$ cat config.mk
export PLATFORM = sky130hd
export DESIGN_NAME = popcount_stream
export DESIGN_NICKNAME = d
export VERILOG_FILES = /design/src/rtl/popcount_stream.sv
export SDC_FILE = /design/constraint.sdc
export NUM_CORES = 1
export LEC_CHECK = 0
export CELL_PAD_IN_SITES_DETAIL_PLACEMENT = 0
export CELL_PAD_IN_SITES_GLOBAL_PLACEMENT = 1
export CORE_MARGIN = 1
export CORE_UTILIZATION = 35
export DETAILED_ROUTE_END_ITERATION = 8
export PLACE_DENSITY_LB_ADDON = 0.1
export SETUP_SLACK_MARGIN = 0.5
export SLEW_MARGIN = 20
export SYNTH_ARGS = -nofsm -noshare
export SYNTH_HDL_FRONTEND = slang
export SYNTH_SLANG_ARGS = --single-unit
$ cat constraint.sdc
create_clock -name CLK -period 8 [get_ports CLK]
set_input_delay 1.2 -clock CLK [delete_from_list [all_inputs] [get_ports CLK]]
set_output_delay 1.2 -clock CLK [all_outputs]
set_load 0.01 [all_outputs]
$ cat src/rtl/popcount_stream.sv
// Streaming population counter: per-word bit counts or saturating per-frame totals.
// Latency: 2 cycles from accepted word (or last word of a frame) to O_valid.
// Backpressure: pipeline freezes when O_valid && !O_ready; I_ready drops in the same cycle.
//
// Ports:
//   CLK, RESETN          clock, synchronous active-low reset
//   I_valid/I_ready      input handshake; I_data word, I_last frame end, I_mode 0=per-word 1=accumulate
//   O_valid/O_ready      output handshake; O_count zero-extended result, O_overflow frame saturated
module popcount_stream #(
    parameter int WIDTH     = 32,
    parameter int ACC_WIDTH = 16
) (
    input  logic                 CLK,
    input  logic                 RESETN,
    input  logic                 I_valid,
    output logic                 I_ready,
    input  logic [WIDTH-1:0]     I_data,
    input  logic                 I_last,
    input  logic                 I_mode,
    output logic                 O_valid,
    input  logic                 O_ready,
    output logic [ACC_WIDTH-1:0] O_count,
    output logic                 O_overflow
);

    localparam int CW     = $clog2(WIDTH + 1);
    localparam int LEVELS = $clog2(WIDTH);
    localparam int NP     = 1 << LEVELS;

    typedef struct packed {
        logic          vld;
        logic [CW-1:0] cnt;
        logic          last;
        logic          mode;
    } s1_t;

    s1_t                  s1;
    logic                 out_vld;
    logic [ACC_WIDTH-1:0] out_cnt;
    logic                 out_ovf;
    logic [ACC_WIDTH-1:0] acc;
    logic                 acc_ovf;

    logic                 en;
    logic                 in_acc;
    logic [CW-1:0]        word_cnt;
    logic [ACC_WIDTH:0]   sum;
    logic                 ovf_next;
    logic [ACC_WIDTH-1:0] sat_sum;

    // Whole pipeline moves only when the output register is empty or being drained.
    assign en      = !out_vld || O_ready;
    assign I_ready = en && RESETN;
    assign in_acc  = I_valid && I_ready;

    // Balanced adder tree over the word, padded with zeros to a power of two.
    // Every node is CW bits wide: no partial sum can exceed WIDTH.
    genvar l, i;
    for (l = 0; l <= LEVELS; l++) begin : g_lvl
        logic [CW-1:0] node [NP >> l];
        if (l == 0) begin : g_leaf
            for (i = 0; i < NP; i++) begin : g_in
                if (i < WIDTH) begin : g_bit
                    assign node[i] = CW'(I_data[i]);
                end else begin : g_pad
                    assign node[i] = '0;
                end
            end
        end else begin : g_add
            for (i = 0; i < (NP >> l); i++) begin : g_sum
                assign node[i] = g_lvl[l-1].node[2*i] + g_lvl[l-1].node[2*i+1];
            end
        end
    end

    assign word_cnt = g_lvl[LEVELS].node[0];

    // One extra bit catches the carry out; once a frame has saturated it stays saturated.
    assign sum      = {1'b0, acc} + (ACC_WIDTH + 1)'(s1.cnt);
    assign ovf_next = acc_ovf || sum[ACC_WIDTH];
    assign sat_sum  = ovf_next ? {ACC_WIDTH{1'b1}} : sum[ACC_WIDTH-1:0];

    always_ff @(posedge CLK) begin
        if (!RESETN) begin
            s1      <= '0;
            out_vld <= 1'b0;
            out_cnt <= '0;
            out_ovf <= 1'b0;
            acc     <= '0;
            acc_ovf <= 1'b0;
        end else if (en) begin
            s1.vld <= in_acc;
            if (in_acc) begin
                s1.cnt  <= word_cnt;
                s1.last <= I_last;
                s1.mode <= I_mode;
            end

            if (!s1.vld) begin
                out_vld <= 1'b0;
            end else if (!s1.mode) begin
                // Per-word result passes straight through; a frame in progress is left alone.
                out_cnt <= ACC_WIDTH'(s1.cnt);
                out_ovf <= 1'b0;
                out_vld <= 1'b1;
            end else if (!s1.last) begin
                acc     <= sat_sum;
                acc_ovf <= ovf_next;
                out_vld <= 1'b0;
            end else begin
                out_cnt <= sat_sum;
                out_ovf <= ovf_next;
                out_vld <= 1'b1;
                acc     <= '0;
                acc_ovf <= 1'b0;
            end
        end
    end

    assign O_valid    = out_vld;
    assign O_count    = out_cnt;
    assign O_overflow = out_ovf;

endmodule
==> metrics.txt <==
TritonCTS clock tree=yes; Post-synth EDFFs=0; final net count=496; CP startpoint=I_data[0]; Final Hold Vio Count=0; initial antenna violation count=0; Initial DRC Count=134; drc violations=0; final setup fails=0; fraction of registers with async set/reset=0%; CTS buffer count=5; CP Depth=18; post-CTS setup repair buffer count=0; # IOs=57; Mapped Area=3240 um^2; max_cap viols=0; CP Buf/Inv Count=5; I/O Buffers=56; crit path DAT=6.21 ns; Synth area leader=dfxtp_1; Rows=34; vias per std cell=5.24; sequential area share after synthesis=27.2%; fin cells=529; Die Area=9640 um^2; Peak Freq=0.167 GHz; Vias=2770; Slew Viols, Final=0; clock sinks=44; Initial Util=36.6%; n_diodes=0; CP Capture Type=flop; headroom to the max-slew limit=33.8%; Yosys cell types=57; Ys Warns=0; Synth top area share=27.2%; RSZ-0062 raised after global routing=false; critical-path cell list=clkdlybuf4s50_1 > inv_1 > fa_1 > inv_1 > fa_1 > fa_1 > fa_1 > fa_1 > inv_1 > fa_1 > inv_1 > ha_1 > fa_1 > a21o_1 > a21oi_1 > xor2_1 > o21ai_0 > and2_1; Avg WL per Cell=14.9 um; syn_area_per_cell=8.66 um^2; Reg clk slew, reported paths=0.10 ns; Detailed Route WL=7.89 mm; count of mapped cells out of synthesis=374; Reg2Reg Launch Point=s1[6]; Syn Nets=450; post-synthesis register bit count=44; drt pass-1 iters=8; Worst EP required=8.21 ns; die width=98.2 um; Area contributors post-synth=dfxtp_1 (27%), fa_1 (15%), inv_1 (5.6%); worst-path fanout max=2; core area=8850 um^2; HPWL Detailed=5.86 mm; Area Growth Syn to Fin=23.7%; CP max stage delay=0.57 ns; dominant synthesized flop cell=dfxtp_1; Tot Pwr=0.000987 W; Worst Tran Pin Value=0.991 ns; cell family with most CP delay=adder cells; Slowest cell on crit path=fa_1; fill count=901; placed cells=521; CTS resizes=0; Final min period=6.00 ns; WS Path Type=in -> reg; critical path endpoint=s1[6]; # H-tree levels=2; final critical-path share of the clock period=75.0%; chip height=98.2 um; worst reg-to-reg setup slack=4.86 ns; global route overflow=0; largest net degree at the start of global routing=30; crit start category=input pin; CTS Buffer Depth=2; Lkg Pwr=1.60 nW; number of global-route vias before repair=2776; Clock Tree Root=clkbuf_8; clk_lat worst skew=0.31 ns; gr usage total=17.8%; RR Endpoint=acc[13]; worst reg2reg path depth=6; setup TNS=0 ns; multi-input logic area=2060 um^2; outcome=finished clean; Routed Antenna Nets=0; CTS Hold Buffers Added=0; Worst path most repeated cell=fa_1; layout cells sized above 1=4.99%; GPL Wtd Cong=0.815; min-delay src=O_count[0]; maximum vdd ir drop=0.183 mV; register area=881 um^2; PD cells=246 nW/um^2; Worst Skew=0.0144 ns; worst hold path class=reg -> reg; first-pass GRT wire length=13.8 mm
## how the worst min path moves through the flow
stage	endpoint	slack, ns	cells after the start
after floorplan	acc[5]	0.45	2
after global placement	O_count[7]	0.44	2
after detailed placement	O_count[0]	0.44	2
after CTS	O_count[0]	0.47	2
after global routing	O_count[0]	0.48	2
final	O_count[0]	0.46	2
## registers in the layout, summed over array words and instances (netlist names)
| register | flops |
|---|---|
| O_count | 16 |
| acc | 16 |
| s1 | 9 |
| O_overflow | 1 |
| O_valid | 1 |
| acc_ovf | 1 |
## through the flow
stage / setup WS (ns) / hold WS, ns / utilization [%] / instance area [um^2]
finish: 2.00 / 0.460 / 45.3 / 4010
global route: 1.73 / 0.479 / 45.3 / 4010
CTS: 1.96 / 0.465 / 45.3 / 4010
detailed placement: 1.63 / 0.445 / 43.5 / 3850
global placement: 1.70 / 0.437 / 43.5 / 3850
floorplan: 2.32 / 0.449 / - / 3240
## routing by layer
layer | wire length, um | global-route usage [%]
met5 | 0 | 0
met4 | 51 | 3.56
met3 | 293 | 3.01
met2 | 3430 | 27.5
met1 | 4120 | 26.2
## Yosys cell counts, types with 3 or more instances
master	instances
a2111oi_0	3
a211oi_1	7
a21boi_0	4
a21o_1	4
a21oi_1	12
a221oi_1	4
a31oi_1	3
and2_1	9
buf_2	4
buf_6	4
clkbuf_1	10
dfxtp_1	44
fa_1	25
ha_1	13
inv_1	48
mux2i_1	4
nand2_1	31
nand3_1	11
nor2_1	20
nor2b_1	4
nor3_1	14
nor4_1	10
nor4b_1	3
o211ai_1	4
o21a_1	3
o21ai_0	22
o31ai_1	13
xnor2_1	3
xor2_1	4
## placed cells by master (no fill, tap or decap), drive strengths merged, types with 7 or more instances in the layout
cell type	synthesis	final
dfxtp	44	44
and2	9	9
fa	25	25
o21ai	22	22
nor4	10	10
nand3	11	11
inv	48	48
nor2	21	21
clkdlybuf4s50	0	56
ha	13	13
nand2	31	31
nor3	14	14
o31ai	14	14
a21oi	12	12
a211oi	7	7
## layout make-up
| class | instances | area share (%) |
|---|---|---|
| Tap cell | 108 | 3.37 |
| Multi-Input combinational cell | 261 | 51.5 |
| Timing Repair Buffer | 59 | 14.6 |
| Clock buffer | 5 | 1.72 |
| Sequential cell | 44 | 22.0 |
| Inverter | 49 | 4.59 |
| Clock inverter | 3 | 2.25 |
## worst reg2reg max path, stage by stage (launching register included)
cell	delay [ns]
dfxtp_1	0.36
ha_1	0.40
a211oi_1	0.76
o21a_1	0.57
nor4_1	0.12
nor4_1	0.58
o21ai_0	0.19
## kinds of logic after synthesis
logic type                 after synthesis  synth area share (%)
buffers and inverters                   69                  9.08
adders and majority gates               38                  20.5
xor gates and xnor gates                 7                  1.89
AOI/OAI and AO/OA                       97                  21.7
muxes                                    4                  1.24
DFF                                     44                  27.2
and+or+nand+nor                        115                  18.4
## power by group
| part | switching [W] | internal [W] | leakage (nW) | total, W |
|---|---|---|---|---|
| combinational | 0.000262 | 0.000234 | 1.16 | 0.000496 |
| sequential | 0.0000150 | 0.000235 | 0.357 | 0.000250 |
| clock | 0.0000851 | 0.000156 | 0.0784 | 0.000241 |
| total | 0.000362 | 0.000626 | 1.59 | 0.000987 |
Note: power is estimated with default switching activity, not from simulation.
